`src/rtl/core_run_ctrl_pkg.sv`:
```
// Shared types and helpers for the core reset/run sequencer.
package core_run_ctrl_pkg;

    typedef enum logic [2:0] {
        ST_RESET,
        ST_STRETCH,
        ST_RELEASE,
        ST_RUN,
        ST_HALT
    } state_e;

    typedef enum logic [1:0] {
        CAUSE_NONE  = 2'd0,
        CAUSE_REQ   = 2'd1,
        CAUSE_LIMIT = 2'd2,
        CAUSE_WDT   = 2'd3
    } halt_cause_e;

    function automatic int imax(input int a, input int b);
        return (a > b) ? a : b;
    endfunction

    // Bits needed to hold values 0..max_val (at least one bit).
    function automatic int cnt_width(input int max_val);
        return (max_val < 1) ? 1 : $clog2(max_val + 1);
    endfunction

endpackage

```
`src/rtl/core_run_ctrl_rst_sync.sv`:
```
// Two-flop reset synchroniser: assertion is asynchronous, deassertion is
// aligned to clk so downstream logic never sees a release near an edge.
module core_run_ctrl_rst_sync (
    input  logic clk,
    input  logic reset,
    output logic rst_sync_n
);

    logic meta_q;

    // Shift a one through two flops after reset goes high.
    always_ff @(posedge clk or negedge reset) begin
        if (!reset) begin
            meta_q     <= 1'b0;
            rst_sync_n <= 1'b0;
        end else begin
            // NOTE: non-blocking assignments make both flops sample the old
            // value on the same edge; blocking here would collapse the chain.
            meta_q     <= 1'b1;
            rst_sync_n <= meta_q;
        end
    end

endmodule

```
`src/rtl/core_run_ctrl.sv`:
```
// Reset/run sequencer for the RISC-V datapath.
// After the synchronised reset release, all channel resets are stretched,
// then released one by one (channel 0 first), then the core runs until a
// halt request, the cycle limit, or (optionally) the watchdog stops it.
// Optional watchdog: define CORE_RUN_CTRL_WATCHDOG_EN.
module core_run_ctrl
    import core_run_ctrl_pkg::*;
#(
    parameter int NUM_CH         = 3,
    parameter int STRETCH_CYCLES = 4,
    parameter int RELEASE_GAP    = 2,
    parameter int MAX_CYCLES     = 100,
    parameter int CNT_W          = 16,
    parameter int WDT_CYCLES     = 16
) (
    input  logic              clk,
    input  logic              reset,
    input  logic              soft_rst_req,
    input  logic              halt_req,
    input  logic              heartbeat,
    output logic [NUM_CH-1:0] ch_rst_n,
    output logic              running,
    output logic              halted,
    output logic [1:0]        halt_cause,
    output logic [CNT_W-1:0]  cycle_count
);

    localparam int                SEQ_W        = cnt_width(imax(STRETCH_CYCLES, RELEASE_GAP));
    localparam logic [SEQ_W-1:0]  STRETCH_LAST = SEQ_W'(STRETCH_CYCLES - 1);
    localparam logic [SEQ_W-1:0]  GAP_LAST     = SEQ_W'(RELEASE_GAP - 1);
    localparam bit                LIMIT_EN     = (MAX_CYCLES != 0);
    localparam logic [CNT_W-1:0]  LIMIT_VAL    = CNT_W'(MAX_CYCLES);
    localparam logic [NUM_CH-1:0] CH_FIRST     = NUM_CH'(1);

    logic        rst_sync_n;

    state_e      state_q, state_d;
    logic [SEQ_W-1:0]  seq_q, seq_d;
    logic [NUM_CH-1:0] ch_q, ch_d;
    logic        running_q, running_d;
    logic        halted_q, halted_d;
    halt_cause_e cause_q, cause_d;
    logic [CNT_W-1:0]  count_q, count_d;
    logic [CNT_W-1:0]  count_inc;
    logic        wdt_hit;

    core_run_ctrl_rst_sync u_rst_sync (
        .clk        (clk),
        .reset      (reset),
        .rst_sync_n (rst_sync_n)
    );

`ifdef CORE_RUN_CTRL_WATCHDOG_EN
    localparam int               WDT_W    = cnt_width(WDT_CYCLES);
    localparam logic [WDT_W-1:0] WDT_LAST = WDT_W'(WDT_CYCLES);

    logic [WDT_W-1:0] wdt_q, wdt_d;

    // Watchdog: held clear outside the run phase, cleared by each heartbeat.
    always_comb begin
        wdt_d   = '0;
        wdt_hit = 1'b0;
        if (state_q == ST_RUN && !heartbeat) begin
            wdt_d   = wdt_q + WDT_W'(1);
            wdt_hit = (wdt_d == WDT_LAST);
        end
    end

    // Watchdog counter register.
    always_ff @(posedge clk or negedge reset) begin
        if (!reset) begin
            wdt_q <= '0;
        end else begin
            wdt_q <= wdt_d;
        end
    end
`else
    logic unused_heartbeat;

    // No watchdog in this build: heartbeat is not observed.
    always_comb begin
        unused_heartbeat = heartbeat;
        wdt_hit          = 1'b0;
    end
`endif

    // Saturating run-cycle increment.
    always_comb begin
        count_inc = (&count_q) ? count_q : count_q + CNT_W'(1);
    end

    // Next-state and next-output logic for the sequencer.
    always_comb begin
        // NOTE: every output of this block gets a default first; any path
        // that skipped an assignment would otherwise infer a latch.
        state_d   = state_q;
        seq_d     = seq_q;
        ch_d      = ch_q;
        running_d = running_q;
        halted_d  = halted_q;
        cause_d   = cause_q;
        count_d   = count_q;

        if (soft_rst_req && state_q != ST_RESET) begin
            // Restart replays the whole stretch/release sequence.
            state_d   = ST_STRETCH;
            seq_d     = '0;
            ch_d      = '0;
            running_d = 1'b0;
            halted_d  = 1'b0;
            cause_d   = CAUSE_NONE;
            count_d   = '0;
        end else begin
            unique case (state_q)
                ST_RESET: begin
                    if (rst_sync_n) begin
                        state_d = ST_STRETCH;
                        seq_d   = '0;
                    end
                end

                ST_STRETCH: begin
                    if (seq_q == STRETCH_LAST) begin
                        state_d = ST_RELEASE;
                        seq_d   = '0;
                        ch_d    = CH_FIRST;
                    end else begin
                        seq_d = seq_q + SEQ_W'(1);
                    end
                end

                ST_RELEASE: begin
                    // Channels release as a thermometer code from bit 0 up.
                    if (&ch_q) begin
                        state_d   = ST_RUN;
                        running_d = 1'b1;
                        count_d   = '0;
                    end else if (seq_q == GAP_LAST) begin
                        ch_d  = (ch_q << 1) | CH_FIRST;
                        seq_d = '0;
                    end else begin
                        seq_d = seq_q + SEQ_W'(1);
                    end
                end

                ST_RUN: begin
                    // Halt priority: request, then limit, then watchdog.
                    if (halt_req) begin
                        state_d   = ST_HALT;
                        running_d = 1'b0;
                        halted_d  = 1'b1;
                        cause_d   = CAUSE_REQ;
                    end else if (LIMIT_EN && count_inc == LIMIT_VAL) begin
                        state_d   = ST_HALT;
                        running_d = 1'b0;
                        halted_d  = 1'b1;
                        cause_d   = CAUSE_LIMIT;
                        count_d   = count_inc;
                    end else if (wdt_hit) begin
                        state_d   = ST_HALT;
                        running_d = 1'b0;
                        halted_d  = 1'b1;
                        cause_d   = CAUSE_WDT;
                        count_d   = count_inc;
                    end else begin
                        count_d = count_inc;
                    end
                end

                ST_HALT: begin
                    // Everything frozen; channels stay released for debug.
                end

                default: begin
                    state_d = ST_RESET;
                end
            endcase
        end
    end

    // State and registered outputs; raw reset clears them asynchronously.
    always_ff @(posedge clk or negedge reset) begin
        if (!reset) begin
            state_q   <= ST_RESET;
            seq_q     <= '0;
            ch_q      <= '0;
            running_q <= 1'b0;
            halted_q  <= 1'b0;
            cause_q   <= CAUSE_NONE;
            count_q   <= '0;
        end else begin
            state_q   <= state_d;
            seq_q     <= seq_d;
            ch_q      <= ch_d;
            running_q <= running_d;
            halted_q  <= halted_d;
            cause_q   <= cause_d;
            count_q   <= count_d;
        end
    end

    // Drive ports straight from registers.
    always_comb begin
        ch_rst_n    = ch_q;
        running     = running_q;
        halted      = halted_q;
        halt_cause  = cause_q;
        cycle_count = count_q;
    end

endmodule

```
`config.mk`:
```
export PLATFORM = sky130hd
export DESIGN_NAME = core_run_ctrl
export DESIGN_NICKNAME = d
export VERILOG_FILES = /design/src/rtl/core_run_ctrl_pkg.sv /design/src/rtl/core_run_ctrl_rst_sync.sv /design/src/rtl/core_run_ctrl.sv
export SDC_FILE = /design/constraint.sdc
export NUM_CORES = 1
export LEC_CHECK = 0
export BUFFER_PORTS_ARGS = -buffer_cell sky130_fd_sc_hd__buf_4
export CAP_MARGIN = 20
export CORE_MARGIN = 5
export CORE_UTILIZATION = 40
export CTS_CLUSTER_SIZE = 24
export DETAILED_ROUTE_END_ITERATION = 7
export GPL_ROUTABILITY_DRIVEN = 0
export PLACE_DENSITY = 0.6
export SLEW_MARGIN = 5
export SYNTH_ARGS = -nofsm -noshare
export SYNTH_HDL_FRONTEND = slang
export SYNTH_SLANG_ARGS = --single-unit
```
`constraint.sdc`:
```
create_clock -name clk -period 2.24 [get_ports clk]
set_input_delay 0.448 -clock clk [delete_from_list [all_inputs] [get_ports clk]]
set_output_delay 0.448 -clock clk [all_outputs]
set_load 0.05 [all_outputs]
```
# Yosys cells after proc, flatten, opt, wreduce, memory -nomap -nowiden

Cells that the tools add are included.

Flip-flop bits (word level): 31
Bits in latches: 0
RAM bits: 0
Memory bits (read-only): 0
Input bits: 5
Output and inout bits: 23
Logic and storage cells: 78
Memories: 0

Add/subtract/negate cells: 2
$mul: 0
Divide/modulo/power cells: 0
Magnitude comparators: 0
Equality and inequality tests: 15
Shift operators: 0
Mux-type cells: 36
Bitwise gates (word level): 0
Reductions and logical operators: 16

Operators by type and width:

| kind                                                                     | number |
|---|---|
| 16-bit 2-to-1 mux                                                        | 4 |
| 3-bit 2-to-1 mux                                                         | 15 |
| 16-bit case mux with 2 select lines                                      | 1 |
| 16-bit by 1-bit adder with 16-bit output (second input constant)         | 1 |
| 16-bit by 7-bit == test with 1-bit output (second input constant)        | 1 |
| 16-bit AND reduction                                                     | 1 |
| 3-bit inequality test (second input constant)                            | 5 |
| 3-bit case mux with 5 select lines                                       | 1 |
| 3-bit AND reduction                                                      | 4 |
| 3-bit nonzero test                                                       | 4 |
| 3-bit by 2-bit == test with 1-bit output (second input constant)         | 3 |
| 3-bit case mux with 3 select lines                                       | 1 |
| 1-bit 2-to-1 mux                                                         | 8 |
| 2-bit 2-to-1 mux                                                         | 4 |
| 3-bit by 1-bit == test with 1-bit output (second input constant)         | 2 |
| 3-bit case mux with 2 select lines                                       | 1 |
| 5-bit AND reduction                                                      | 1 |
| 4-bit inequality test (second input constant)                            | 1 |
| 4-bit AND reduction                                                      | 1 |
| 4-bit nonzero test                                                       | 1 |
| 3-bit by 1-bit adder with 3-bit output (second input constant)           | 1 |
| 3-bit == test (second input constant)                                    | 1 |
| 3-bit logical NOT                                                        | 1 |
| 3-bit by 2-bit inequality test with 1-bit output (second input constant) | 1 |
| 5 further kinds                                                          | 5 |

# Longest topological paths before layout

Depth after elaboration: 7
Mapped depth: 8
Gate-level depth less buffers: 8

# By module

Synthesis repeated with hierarchy kept, for this count alone.

Cells, all modules: 259
Area, all modules: 2113.3 um^2

Modules (own cells, without submodules):

| module                 | instances | cells an instance | area each (um^2) | sequential area each (um^2) |
|---|---|---|---|---|
| core_run_ctrl          | 1         | 256               | 2059.5           | 725.7 |
| core_run_ctrl_rst_sync | 1         | 3                 | 53.8             | 50.0 |

# Least setup slack after synthesis

Ideal clock, no wire load.

Kind: flip-flop to flip-flop
Start point: register count_q[0], in the netlist cycle_count[0]
End point: register state_q[0]
Setup time: 0.135 ns
Arrival: 2.343 ns
Path slack: -0.238 ns
Cell stages (with the launch flop): 8
Clock period less this slack: 2.478 ns
Path through: dfrtp_1 ha_1 nand4_4 nor3_1 mux2i_1 o2111ai_2 nor4b_4 o22ai_1

Word-level cells in the longest chain between the ends: 5

RTL lines:

| element                                                                                 | RTL line             | source |
|---|---|---|
| start: declaration                                                                      | core_run_ctrl.sv:43  | `logic [CNT_W-1:0] count_q, count_d;` |
| start signal: assignment                                                                | core_run_ctrl.sv:198 | `count_q <= count_d;` |
| 16-bit by 1-bit adder with 16-bit output / 16-bit AND reduction (equally long branches) | core_run_ctrl.sv:89  | `count_inc = (&count_q) ? count_q : count_q + CNT_W'(1);` |
| 16-bit 2-to-1 mux (*)                                                                   | core_run_ctrl.sv:89  |  |
| 16-bit by 7-bit == test with 1-bit output (*)                                           | core_run_ctrl.sv:153 | `end else if (LIMIT_EN && count_inc == LIMIT_VAL) begin` |
| 4-bit inequality test (no line) (*)                                                     | --                   |  |
| 5-bit AND reduction (no line) (*)                                                       | --                   |  |
| end signal: assignment                                                                  | core_run_ctrl.sv:192 | `state_q <= state_d;` |
| end: declaration                                                                        | core_run_ctrl.sv:37  | `state_e state_q, state_d;` |

Every way passes the cells marked *; elsewhere a longest branch is shown, timed or not.
A chain may end at the register's enable or synchronous reset.

# Worst setup path in the final report

Start point: register count_q[1], in the netlist cycle_count[1]
End point: register state_q[0]

Same word-level chain as after synthesis.

==> results.cfg <==
[power]
p_seq_frac = 0.403
clkPwrFrac = 0.353
powerDensity_nw_per_um2 = 681.7
p_int_mw = 1.114
ir_drop_mv = 0.4217
combPwrFrac = 0.244
leakagePower_nw = 1.057
p_sw_frac = 0.3272
switchingPower_mw = 0.5416

[detailed_routing]
routed.top_layer = met4
drt-vias-per-instance = 5.522
drt_iter0_drc = 100
wl_met3_um = 187
drcViolationCount = 0
num_vias = 1789
drtAntennaViolNets = 0
first_pass_iters = 5
met2_length_um = 2011
routed_wl_um = 4858
avgRoutedWirePerCell_um = 14.99
drt-met1-wl_um = 2616

[cts]
cts_hold_buf = 0
root_buffer = clkbuf_8
cts_made_buffers = 5
cts_buffer_depth = 2
insertion_delay_ns = 0.29
cts.sinks = 31
cts_max_level = 2
clk_pin_slew_ns = 0.07
cts_tree = yes

[critical_path]
path_class = flop to flop
r2r_cells = 8
r2r_start = cycle_count[1]$_DFFE_PN0P_
crit_path_start_kind = flop
startpoint = cycle_count[1]$_DFFE_PN0P_
cp_cell_sequence = ha_4, nand4_4, nor4_4, and3_1, o2111ai_2, nor4b_4, buf_4, o22ai_1
slowest_delay_ns = 0.41
crit_slowest_cell = dfrtp_2
cp.arrival_ns = 2.28
cp-end-kind = flop
crit_family = simple AND/OR/NAND/NOR gates
path_buf_inv = 1
cp_max_fo = 7
crit_required_ns = 2.41
cp.depth = 8

[synth]
ys_ff_latch = 31
ys_seq_area_frac = 0.3877
netlist_area_um2 = 2001
synth_warnings = 0
syn_avg_cell_area_um2 = 9.053
yosysTopAreaCell = dfrtp_1
synth_top_area_frac = 0.3877
syn_nets = 231
synth_cells = 221
ys_top_cells_by_area = dfrtp_1 (39%), a21oi_1 (4.5%), o21ai_0 (4.3%)
synth_ff_type = dfrtp_1
synth_edf_count = 0
synth_async_sr_flop_share = 1.000
synth_cell_types = 54

[final_layout]
finalNonFillerCells = 324
areaGrowthSynthToFinish_pct = 21.39
antenna_cells = 0
nFillCells = 475
drive_gt1_frac = 0.2918
nets = 266

[run_status]
status = complete, no violations

[die]
dieArea_um2 = 6516
core_area_um2 = 4786
die_w_um = 80.72
std_cell_rows = 25
die-height_um = 80.72
io_pins = 28
start_util = 0.4180

[global_route]
antenna_found_initial = 0
grt_pass1_vias = 1667
grt_use_total = 0.1597
grt_max_degree = 32
overflow = 0
grt_pass1_wl_um = 8224

[sta]
hold_ws_ns = 0.09298
skew_ns = 0.007119
fmax_mhz = 474.3
finalMaxSlewViolations = 0
layout_min_cycle_time_ns = 2.108
final-setup-viol-count = 0
hold_viol = 0
period_share = 0.9412

[placement]
io_buffers = 26
dp.cells = 314
dp.final_hpwl_um = 3360

[flow_run]
maxCapViolCount = 0

[worst_hold_path]
hp-class = input pin to asynchronous set/reset pin
==> placed cells by master, fill, tap and decap left out, types with 2 or more instances in the layout <==
| cell | netlist | final |
|---|---|---|
| o21ai_0 | 17 | 17 |
| and3_2 | 2 | 2 |
| nand4_4 | 2 | 2 |
| o31ai_1 | 4 | 4 |
| o21ai_1 | 8 | 8 |
| a31oi_1 | 8 | 8 |
| nand3_1 | 8 | 8 |
| buf_4 | 0 | 39 |
| o21a_1 | 2 | 2 |
| clkbuf_8 | 3 | 6 |
| o31a_1 | 2 | 2 |
| inv_1 | 10 | 10 |
| ha_1 | 5 | 4 |
| o22a_1 | 2 | 2 |
| o41ai_1 | 2 | 2 |
| or3_1 | 3 | 3 |
| nor2_1 | 17 | 17 |
| dfrtp_2 | 0 | 11 |
| a31o_2 | 3 | 3 |
| nor3_1 | 6 | 5 |
| and3_1 | 5 | 5 |
| nand4_1 | 4 | 4 |
| a31o_1 | 2 | 2 |
| dfrtp_1 | 31 | 20 |
| nand3b_1 | 2 | 2 |
| a21oi_1 | 18 | 18 |
| a32o_1 | 2 | 2 |
| nand2_1 | 20 | 20 |
==> final timing paths <==
path                                                         to  slack (ns)
worst min register to register  u_rst_sync.rst_sync_n$_DFF_PN0_        0.36
worst max-delay path                     state_q[0]$_DFFE_PN0P_        0.13
max in group asynchronous           cycle_count[11]$_DFFE_PN0P_        1.82
worst min-delay path                    ch_rst_n[2]$_DFFE_PN0P_        0.09
min in group clk                u_rst_sync.rst_sync_n$_DFF_PN0_        0.36
worst max register to register           state_q[0]$_DFFE_PN0P_        0.13
==> kinds of logic (layout without fill, tap and decap cells) <==
kind of cell | count (synthesis) | count (layout) | synth area share
and+or+nand+nor | 81 | 81 | 0.2433
AOI/OAI and AO/OA | 78 | 78 | 0.2489
DFF | 31 | 31 | 0.3877
buffers and inverters | 21 | 57 | 0.06754
adders and majority gates | 5 | 5 | 0.03127
xor gates and xnor gates | 2 | 2 | 0.008757
muxes | 2 | 2 | 0.01063
other | 1 | 1 | 0.001874
==> stage by stage <==
step           worst slack, ns  power, mW  setup TNS, ns  utilization  instance area (µm²)
2_1_floorplan        0.0004243     0.9875              0            -                 2027
3_3_place_gp            0.1640      1.080              0       0.4787                 2291
3_5_place_dp            0.1286      1.083              0       0.4787                 2291
4_1_cts                 0.1138      1.671              0       0.5033                 2409
5_1_grt              -0.005175      1.769      -0.005175       0.5075                 2429
6_report                0.1316      1.656              0       0.5075                 2429
==> routing by layer <==
metal  up-vias  track usage
li1        894            -
met3         4      0.04036
met2        31       0.2144
met4         0      0.05405
met1       860       0.2443
met5         -            0
==> layout make-up <==
cell class | instances | area [µm²] | share of cell area
Multi-Input combinational cell | 169 | 1107 | 0.4559
Sequential cell | 31 | 789.5 | 0.3251
Timing Repair Buffer | 39 | 292.8 | 0.1206
Tap cell | 67 | 83.83 | 0.03452
Clock buffer | 6 | 82.58 | 0.03400
Inverter | 10 | 37.54 | 0.01546
Clock inverter | 2 | 35.03 | 0.01443
==> sequential cells by signal, indices dropped and copies added (netlist names) <==
| signal | cells |
|---|---|
| halted | 1 |
| state_q | 3 |
| halt_cause | 2 |
| cycle_count | 16 |
| u_rst_sync.rst_sync_n | 1 |
| running | 1 |
| u_rst_sync.meta_q | 1 |
| ch_rst_n | 3 |
| seq_q | 3 |
==> cell usage after synthesis, types with 2 or more instances <==
cell and instances:
a21oi_1 18, or3_1 3, a31o_2 3, o21ai_0 17
nor3_1 6, clkbuf_8 3, o41ai_1 2, o21ai_1 8
nand3b_1 2, a31oi_1 8, a32o_1 2, a31o_1 2
nand3_1 8, o21a_1 2, clkbuf_1 4, nand4_1 4
o31a_1 2, o31ai_1 4, dfrtp_1 31, and3_1 5
inv_1 10, nand2_1 20, o22a_1 2, buf_6 3
nor2_1 17, nand4_4 2, ha_1 5, and3_2 2
==> power groups by stage <==
stage	Combinational [mW]	Clock (mW)	Sequential, mW
global route	0.467	0.626	0.676
detailed placement	0.405	0	0.678
CTS	0.407	0.597	0.667
global placement	0.404	0	0.676
finish	0.403	0.585	0.667
floorplan	0.289	0	0.699
==> repair_timing <==
action,in CTS,in global routing
setup buffers,0,2
setup endpoints to repair,0,7
gates resized for setup,0,1
No activity file was read; power rests on OpenSTA's default activity.
